**config.mk**
```make
export PLATFORM = sky130hd
export DESIGN_NAME = ysyx_210247_pipe_ctrl_flat
export DESIGN_NICKNAME = d
export VERILOG_FILES = /design/src/rtl/ysyx_210247_pipe_ctrl_pkg.sv /design/src/rtl/ysyx_210247_pipe_ctrl_if.sv /design/src/rtl/ysyx_210247_pipe_perf.sv /design/src/rtl/ysyx_210247_pipe_ctrl.sv /design/src/flat_wrapper.sv
export SDC_FILE = /design/constraint.sdc
export NUM_CORES = 1
export LEC_CHECK = 0
export ABC_CLOCK_PERIOD_IN_PS = 4500
export BUFFER_PORTS_ARGS = -buffer_cell sky130_fd_sc_hd__buf_2
export CAP_MARGIN = 20
export CORE_AREA = 2 2 136 138
export DETAILED_ROUTE_END_ITERATION = 8
export DIE_AREA = 0 0 138 140
export PLACE_DENSITY_LB_ADDON = 0.25
export SKIP_CTS_REPAIR_TIMING = 1
export SLEW_MARGIN = 20
export SYNTH_ARGS = -nofsm -noshare
export SYNTH_HDL_FRONTEND = slang
export SYNTH_HIERARCHICAL = 1
export SYNTH_SLANG_ARGS = --single-unit
```
**constraint.sdc**
```tcl
create_clock -name clk -period 4.5 [get_ports clk]
set_clock_uncertainty 0.05 [all_clocks]
set_input_delay 0.9 -clock clk [delete_from_list [all_inputs] [get_ports clk]]
set_output_delay 0.9 -clock clk [all_outputs]
set_load 0.01 [all_outputs]
```
**src/rtl/ysyx_210247_pipe_ctrl_pkg.sv**
```systemverilog
// Shared types and widths for the central pipeline controller.
// Optional perf counters are built under YSYX_210247_PIPE_PERF_EN.
package ysyx_210247_pipe_ctrl_pkg;

   localparam int PC_ADDR_W = 64;
   localparam int PERF_W    = 64;

   typedef enum logic [1:0] {
      PC_RUN     = 2'd0,
      PC_DRAIN   = 2'd1,
      PC_DISCARD = 2'd2
   } pc_state_e;

endpackage

```
**src/rtl/ysyx_210247_pipe_ctrl_if.sv**
```systemverilog
// Stage status in, back-pressure / flush / redirect out.
// master = pipeline stages, slave = controller.
interface ysyx_210247_pipe_ctrl_if
   import ysyx_210247_pipe_ctrl_pkg::*;
#(
   parameter int ADDR_W = PC_ADDR_W
) ();

   logic              id_valid;
   logic              ex_valid;
   logic              mem_valid;
   logic              wb_valid;
   logic              id_ready_go;
   logic              ex_ready_go;
   logic              mem_ready_go;
   logic              wb_ready_go;
   logic              id_hazard;
   logic              ex_redirect;
   logic [ADDR_W-1:0] ex_redirect_pc;
   logic              wb_trap;
   logic [ADDR_W-1:0] wb_trap_pc;
   logic              if_busy;
   logic              mem_busy;
   logic              id_allow_in;
   logic              ex_allow_in;
   logic              mem_allow_in;
   logic              wb_allow_in;
   logic              flush_if_id;
   logic              flush_id_ex;
   logic              flush_ex_mem;
   logic              flush_mem_wb;
   logic              pc_redirect;
   logic [ADDR_W-1:0] pc_redirect_target;
   logic              if_discard;

   modport master (
      output id_valid, ex_valid, mem_valid, wb_valid,
      output id_ready_go, ex_ready_go,
      output mem_ready_go, wb_ready_go,
      output id_hazard, ex_redirect, ex_redirect_pc,
      output wb_trap, wb_trap_pc, if_busy, mem_busy,
      input  id_allow_in, ex_allow_in,
      input  mem_allow_in, wb_allow_in,
      input  flush_if_id, flush_id_ex,
      input  flush_ex_mem, flush_mem_wb,
      input  pc_redirect, pc_redirect_target, if_discard
   );

   modport slave (
      input  id_valid, ex_valid, mem_valid, wb_valid,
      input  id_ready_go, ex_ready_go,
      input  mem_ready_go, wb_ready_go,
      input  id_hazard, ex_redirect, ex_redirect_pc,
      input  wb_trap, wb_trap_pc, if_busy, mem_busy,
      output id_allow_in, ex_allow_in,
      output mem_allow_in, wb_allow_in,
      output flush_if_id, flush_id_ex,
      output flush_ex_mem, flush_mem_wb,
      output pc_redirect, pc_redirect_target, if_discard
   );

endinterface

```
**src/rtl/ysyx_210247_pipe_perf.sv**
```systemverilog
// Stall / flush event counters, wrapping modulo 2^PERF_W.
module ysyx_210247_pipe_perf
   import ysyx_210247_pipe_ctrl_pkg::*;
(
   input  logic              clk,
   input  logic              rst,
   input  logic              stall_inc,
   input  logic              flush_inc,
   output logic [PERF_W-1:0] stall_cnt,
   output logic [PERF_W-1:0] flush_cnt
);

   always_ff @(posedge clk) begin
      if (rst) begin
         stall_cnt <= '0;
         flush_cnt <= '0;
      end else begin
         stall_cnt <= stall_cnt
                    + {{(PERF_W-1){1'b0}}, stall_inc};
         flush_cnt <= flush_cnt
                    + {{(PERF_W-1){1'b0}}, flush_inc};
      end
   end

endmodule

```
**src/rtl/ysyx_210247_pipe_ctrl.sv**
```systemverilog
// Pipeline allow_in chain, flush/redirect sequencing, drain/discard FSM.
// Define YSYX_210247_PIPE_PERF_EN to build the perf counters.
module ysyx_210247_pipe_ctrl
   import ysyx_210247_pipe_ctrl_pkg::*;
#(
   parameter int ADDR_W = PC_ADDR_W
) (
   input  logic                  clk,
   input  logic                  rst,
   ysyx_210247_pipe_ctrl_if.slave bus,
   output logic [PERF_W-1:0]     perf_stall_cnt,
   output logic [PERF_W-1:0]     perf_flush_cnt
);

   pc_state_e         state_q, state_d;
   logic [ADDR_W-1:0] trap_pc_q, trap_pc_d;
   logic [ADDR_W-1:0] tgt;
   logic              flush_all, flush_fe;
   logic              trap_v, redir_v, drain;

   assign trap_v  = bus.wb_valid && bus.wb_trap;
   assign redir_v = bus.ex_valid && bus.ex_ready_go
                 && bus.ex_redirect;
   assign drain   = (state_q == PC_DRAIN);

   assign bus.wb_allow_in  = !bus.wb_valid || bus.wb_ready_go;
   assign bus.mem_allow_in = !drain && (!bus.mem_valid
      || (bus.mem_ready_go && bus.wb_allow_in));
   assign bus.ex_allow_in  = !drain && (!bus.ex_valid
      || (bus.ex_ready_go && bus.mem_allow_in));
   assign bus.id_allow_in  = !drain && (!bus.id_valid
      || (bus.id_ready_go && !bus.id_hazard
          && bus.ex_allow_in));

   always_ff @(posedge clk) begin
      if (rst) begin
         state_q   <= PC_RUN;
         trap_pc_q <= '0;
      end else begin
         state_q   <= state_d;
         trap_pc_q <= trap_pc_d;
      end
   end

   // Outputs are gated by rst so nothing pulses while resetting.
   always_comb begin
      state_d   = state_q;
      trap_pc_d = trap_pc_q;
      flush_all = 1'b0;
      flush_fe  = 1'b0;
      tgt       = '0;
      if (!rst) begin
         unique case (state_q)
            PC_DRAIN: begin
               if (!bus.mem_busy) begin
                  flush_all = 1'b1;
                  tgt       = trap_pc_q;
                  state_d   = bus.if_busy ? PC_DISCARD
                                          : PC_RUN;
               end
            end
            PC_RUN, PC_DISCARD: begin
               if (trap_v && bus.mem_busy) begin
                  trap_pc_d = bus.wb_trap_pc;
                  state_d   = PC_DRAIN;
               end else if (trap_v) begin
                  flush_all = 1'b1;
                  tgt       = bus.wb_trap_pc;
                  state_d   = bus.if_busy ? PC_DISCARD
                                          : PC_RUN;
               end else if (state_q == PC_RUN && redir_v) begin
                  flush_fe  = 1'b1;
                  tgt       = bus.ex_redirect_pc;
                  state_d   = bus.if_busy ? PC_DISCARD
                                          : PC_RUN;
               end else if (!bus.if_busy) begin
                  state_d   = PC_RUN;
               end
            end
            default: state_d = PC_RUN;
         endcase
      end
   end

   assign bus.flush_if_id        = flush_all || flush_fe;
   assign bus.flush_id_ex        = flush_all || flush_fe;
   assign bus.flush_ex_mem       = flush_all;
   assign bus.flush_mem_wb       = flush_all;
   assign bus.pc_redirect        = flush_all || flush_fe;
   assign bus.pc_redirect_target = tgt;
   assign bus.if_discard = !rst && (state_q == PC_DISCARD);

`ifdef YSYX_210247_PIPE_PERF_EN
   ysyx_210247_pipe_perf u_perf (
      .clk       (clk),
      .rst       (rst),
      .stall_inc ((bus.id_valid && !bus.id_allow_in) || drain),
      .flush_inc (bus.pc_redirect),
      .stall_cnt (perf_stall_cnt),
      .flush_cnt (perf_flush_cnt)
   );
`else
   assign perf_stall_cnt = '0;
   assign perf_flush_cnt = '0;
`endif

endmodule
```
**src/flat_wrapper.sv**
```systemverilog
// flat-port wrapper written by rule: the top's interface ports become plain ports
module ysyx_210247_pipe_ctrl_flat import ysyx_210247_pipe_ctrl_pkg::*;
#(
   parameter int ADDR_W = PC_ADDR_W
)
  (clk, rst, perf_stall_cnt, perf_flush_cnt, bus_id_valid, bus_ex_valid, bus_mem_valid, bus_wb_valid, bus_id_ready_go, bus_ex_ready_go, bus_mem_ready_go, bus_wb_ready_go, bus_id_hazard, bus_ex_redirect, bus_ex_redirect_pc, bus_wb_trap, bus_wb_trap_pc, bus_if_busy, bus_mem_busy, bus_id_allow_in, bus_ex_allow_in, bus_mem_allow_in, bus_wb_allow_in, bus_flush_if_id, bus_flush_id_ex, bus_flush_ex_mem, bus_flush_mem_wb, bus_pc_redirect, bus_pc_redirect_target, bus_if_discard);
  ysyx_210247_pipe_ctrl_if #(.ADDR_W(ADDR_W)) bus_i ();
  input  logic clk;
  input  logic rst;
  output logic [PERF_W-1:0] perf_stall_cnt;
  output logic [PERF_W-1:0] perf_flush_cnt;
  input wire logic [$bits(bus_i.id_valid)-1:0] bus_id_valid;
  input wire logic [$bits(bus_i.ex_valid)-1:0] bus_ex_valid;
  input wire logic [$bits(bus_i.mem_valid)-1:0] bus_mem_valid;
  input wire logic [$bits(bus_i.wb_valid)-1:0] bus_wb_valid;
  input wire logic [$bits(bus_i.id_ready_go)-1:0] bus_id_ready_go;
  input wire logic [$bits(bus_i.ex_ready_go)-1:0] bus_ex_ready_go;
  input wire logic [$bits(bus_i.mem_ready_go)-1:0] bus_mem_ready_go;
  input wire logic [$bits(bus_i.wb_ready_go)-1:0] bus_wb_ready_go;
  input wire logic [$bits(bus_i.id_hazard)-1:0] bus_id_hazard;
  input wire logic [$bits(bus_i.ex_redirect)-1:0] bus_ex_redirect;
  input wire logic [$bits(bus_i.ex_redirect_pc)-1:0] bus_ex_redirect_pc;
  input wire logic [$bits(bus_i.wb_trap)-1:0] bus_wb_trap;
  input wire logic [$bits(bus_i.wb_trap_pc)-1:0] bus_wb_trap_pc;
  input wire logic [$bits(bus_i.if_busy)-1:0] bus_if_busy;
  input wire logic [$bits(bus_i.mem_busy)-1:0] bus_mem_busy;
  output wire logic [$bits(bus_i.id_allow_in)-1:0] bus_id_allow_in;
  output wire logic [$bits(bus_i.ex_allow_in)-1:0] bus_ex_allow_in;
  output wire logic [$bits(bus_i.mem_allow_in)-1:0] bus_mem_allow_in;
  output wire logic [$bits(bus_i.wb_allow_in)-1:0] bus_wb_allow_in;
  output wire logic [$bits(bus_i.flush_if_id)-1:0] bus_flush_if_id;
  output wire logic [$bits(bus_i.flush_id_ex)-1:0] bus_flush_id_ex;
  output wire logic [$bits(bus_i.flush_ex_mem)-1:0] bus_flush_ex_mem;
  output wire logic [$bits(bus_i.flush_mem_wb)-1:0] bus_flush_mem_wb;
  output wire logic [$bits(bus_i.pc_redirect)-1:0] bus_pc_redirect;
  output wire logic [$bits(bus_i.pc_redirect_target)-1:0] bus_pc_redirect_target;
  output wire logic [$bits(bus_i.if_discard)-1:0] bus_if_discard;
  assign bus_i.id_valid = bus_id_valid;
  assign bus_i.ex_valid = bus_ex_valid;
  assign bus_i.mem_valid = bus_mem_valid;
  assign bus_i.wb_valid = bus_wb_valid;
  assign bus_i.id_ready_go = bus_id_ready_go;
  assign bus_i.ex_ready_go = bus_ex_ready_go;
  assign bus_i.mem_ready_go = bus_mem_ready_go;
  assign bus_i.wb_ready_go = bus_wb_ready_go;
  assign bus_i.id_hazard = bus_id_hazard;
  assign bus_i.ex_redirect = bus_ex_redirect;
  assign bus_i.ex_redirect_pc = bus_ex_redirect_pc;
  assign bus_i.wb_trap = bus_wb_trap;
  assign bus_i.wb_trap_pc = bus_wb_trap_pc;
  assign bus_i.if_busy = bus_if_busy;
  assign bus_i.mem_busy = bus_mem_busy;
  assign bus_id_allow_in = bus_i.id_allow_in;
  assign bus_ex_allow_in = bus_i.ex_allow_in;
  assign bus_mem_allow_in = bus_i.mem_allow_in;
  assign bus_wb_allow_in = bus_i.wb_allow_in;
  assign bus_flush_if_id = bus_i.flush_if_id;
  assign bus_flush_id_ex = bus_i.flush_id_ex;
  assign bus_flush_ex_mem = bus_i.flush_ex_mem;
  assign bus_flush_mem_wb = bus_i.flush_mem_wb;
  assign bus_pc_redirect = bus_i.pc_redirect;
  assign bus_pc_redirect_target = bus_i.pc_redirect_target;
  assign bus_if_discard = bus_i.if_discard;
  ysyx_210247_pipe_ctrl #(.ADDR_W(ADDR_W)) u_core (.clk(clk), .rst(rst), .bus(bus_i), .perf_stall_cnt(perf_stall_cnt), .perf_flush_cnt(perf_flush_cnt));
endmodule
```
==> results.py <==
metrics = {
    "grt": {
        "grt_max_degree": 58,
        "track_usage": 0.130,
        "grt_remaining_overflow": 0,
        "grt_pass1_wl_um": 20500,
        "first_global_vias": 4019,
        "grt_antenna_before_repair": 0,
    },
    "setup_path": {
        "cp.required_ps": 3550,
        "crit_path_end_kind": "output port",
        "crit_path_max_fanout": 35,
        "path_class": "input port to output port",
        "startpoint_type": "input port",
        "cp.arrival_ps": 2740,
    },
    "synth": {
        "synth_cell_type_count": 33,
        "synth_area_um2": 4620,
        "synth_top_family_by_area": "buffers and inverters",
        "yosysSeqAreaShare": 0.286,
        "synthCells": 592,
        "ys_ff_latch": 66,
        "synth_mux_area_frac": 0,
        "synth_fa_ha_area_frac": 0,
        "yosysWarnings": 6,
        "synth_edf_count": 0,
        "synth.avg_cell_area_um2": 7.80,
        "ys.flop_type": "dfxtp_1",
        "synth_simple_gate_area_frac": 0.220,
        "synth-compound-area-share": 0.229,
        "synthArstFlopShare": 0,
        "synthXorXnorAreaFrac": 0,
    },
    "route": {
        "drt-total-wl_um": 12900,
        "wire_per_inst_um": 12.7,
        "drt-pass1-iter-count": 4,
        "first_iter_violations": 146,
        "vias": 4330,
        "final_antenna_net_count": 0,
        "drc": 0,
        "post_drt_via_cell_ratio": 4.27,
    },
    "clocking": {
        "clockBufferDepth": 2,
        "htree_levels": 3,
        "cts_sinks": 66,
        "cts_buffers": 9,
        "cts_tree": "done",
        "clkSlewWorstSetupHoldPaths_ps": 50,
        "cts-root-buf": "clkbuf_16",
        "clk_latency_ps": 330,
    },
    "flow_run": {
        "drv_cap": 0,
    },
    "placement": {
        "port-buffer-count": 216,
        "dp_hpwl_um": 9790,
        "gp_congestion": 0.726,
    },
    "sta": {
        "rsz0062_at_grt": "no",
        "fin_setup_tns_ps": 0,
        "fin_crit_ps": 3690,
        "tightest_slew_ps": 754,
        "period_share": 0.820,
        "slew_headroom": 0.498,
        "fmax_mhz": 271,
        "hold_viol": 0,
        "finalSetupViolations": 0,
        "maxSlewViolCount": 0,
    },
    "floorplan": {
        "num_rows": 49,
        "io_pins": 345,
        "initial_core_util": 0.260,
        "die_x_um": 138,
        "die_area_um2": 19300,
        "core_um2": 17800,
        "die_h_um": 140,
    },
    "cells_and_area": {
        "area_delta_synth_final_pct": 22.2,
        "mostFrequentLayoutCells": "buf_2 (216), nand2_1 (129), conb_1 (128)",
        "seqCellArea_um2": 1320,
        "antennaDiodeCount": 0,
        "finalNetCount": 925,
        "drive_gt1_frac": 0.322,
        "fill_cells": 1973,
        "final_common_cell": "buf_2",
        "multi_input_area_um2": 2570,
    },
    "hold_path": {
        "hold_class": "register to register",
    },
    "power_and_ir_drop": {
        "total_power_mw": 1.51,
        "leakagePower_nw": 2.76,
        "power.density_nw_per_um2": 269,
        "vdd_drop_max_mv": 0.155,
    },
    "outcome": {
        "status": "finished, final reports clean",
    },
}
==> sequential cells by signal (all words and copies together) (netlist names) <==
name / count
u_core/trap_pc_q: 64
u_core/state_q: 2
==> logic make-up (layout without fill, tap and decap cells) <==
family / Yosys count / count (layout)
buffers and inverters: 176 / 243
other: 1 / 128
AND/OR/NAND/NOR: 209 / 209
flip-flops: 66 / 66
AO/OA/AOI/OAI: 140 / 140
==> routing by layer <==
layer / GRT usage / wire, µm / vias up
li1: - / - / 2161
met1: 0.152 / 5250 / 1961
met2: 0.227 / 6630 / 198
met3: 0.0383 / 906 / 10
met4: 0.0403 / 145 / 0
met5: 0 / 0 / -
==> synthesized netlist by cell type, types with 2 or more instances <==
cell      count  area (µm²)
buf_4       131         983
nand2_1     129         484
a21oi_1      68         340
dfxtp_1      66        1320
and2_1       64         400
a221o_1      57         571
clkbuf_1     20        75.1
buf_2        10        50.1
a221o_2       7        78.8
buf_6         7        78.8
buf_1         5        18.8
a211oi_1      2        15.0
inv_1         2        7.51
nand2b_1      2        12.5
nand3_1       2        10.0
nand4b_1      2        17.5
nor2b_1       2        12.5
==> worst paths after layout <==
path                                           start                        end  slack (ps)  cells after the start
worst min register to register  u_core/trap_pc_q[28]       u_core/trap_pc_q[28]         400                      2
worst max register to register     u_core/state_q[0]       u_core/trap_pc_q[58]        2480                      4
worst min-delay path            u_core/trap_pc_q[28]       u_core/trap_pc_q[28]         400                      2
worst max-delay path                    bus_wb_valid  bus_pc_redirect_target[4]         810                      6
==> worst max-delay path, stage by stage <==
cell     delay (ps)
buf_2           140
a211o_1         350
nor3_4          520
buf_4           470
a221o_1         220
buf_2           130
==> metrics by stage <==
step	cell area, µm²	hold WS, ps	instances	utilization	setup WS [ps]
2_1_floorplan	5090	382	719	-	1450
3_3_place_gp	5340	389	998	0.300	265
3_5_place_dp	5370	392	1000	0.302	778
4_1_cts	5640	400	1015	0.317	770
5_1_grt	5640	417	1015	0.317	687
6_report	5640	397	1015	0.317	808
==> area by class of cell <==
type,instances,area share
flip-flops and latches,66,0.234
repair buffers,226,0.210
inverters,2,0.00133
multi-input cells,477,0.456
clock buffers,12,0.0455
well taps,229,0.0508
clock inverters,3,0.00266
==> power by group <==
group          total (mW)  switching [mW]  internal [mW]
clock               0.647           0.250          0.397
sequential          0.613         0.00920          0.604
combinational       0.254           0.157         0.0970
total                1.51           0.417           1.10
Note: power is estimated with default switching activity, not from simulation.
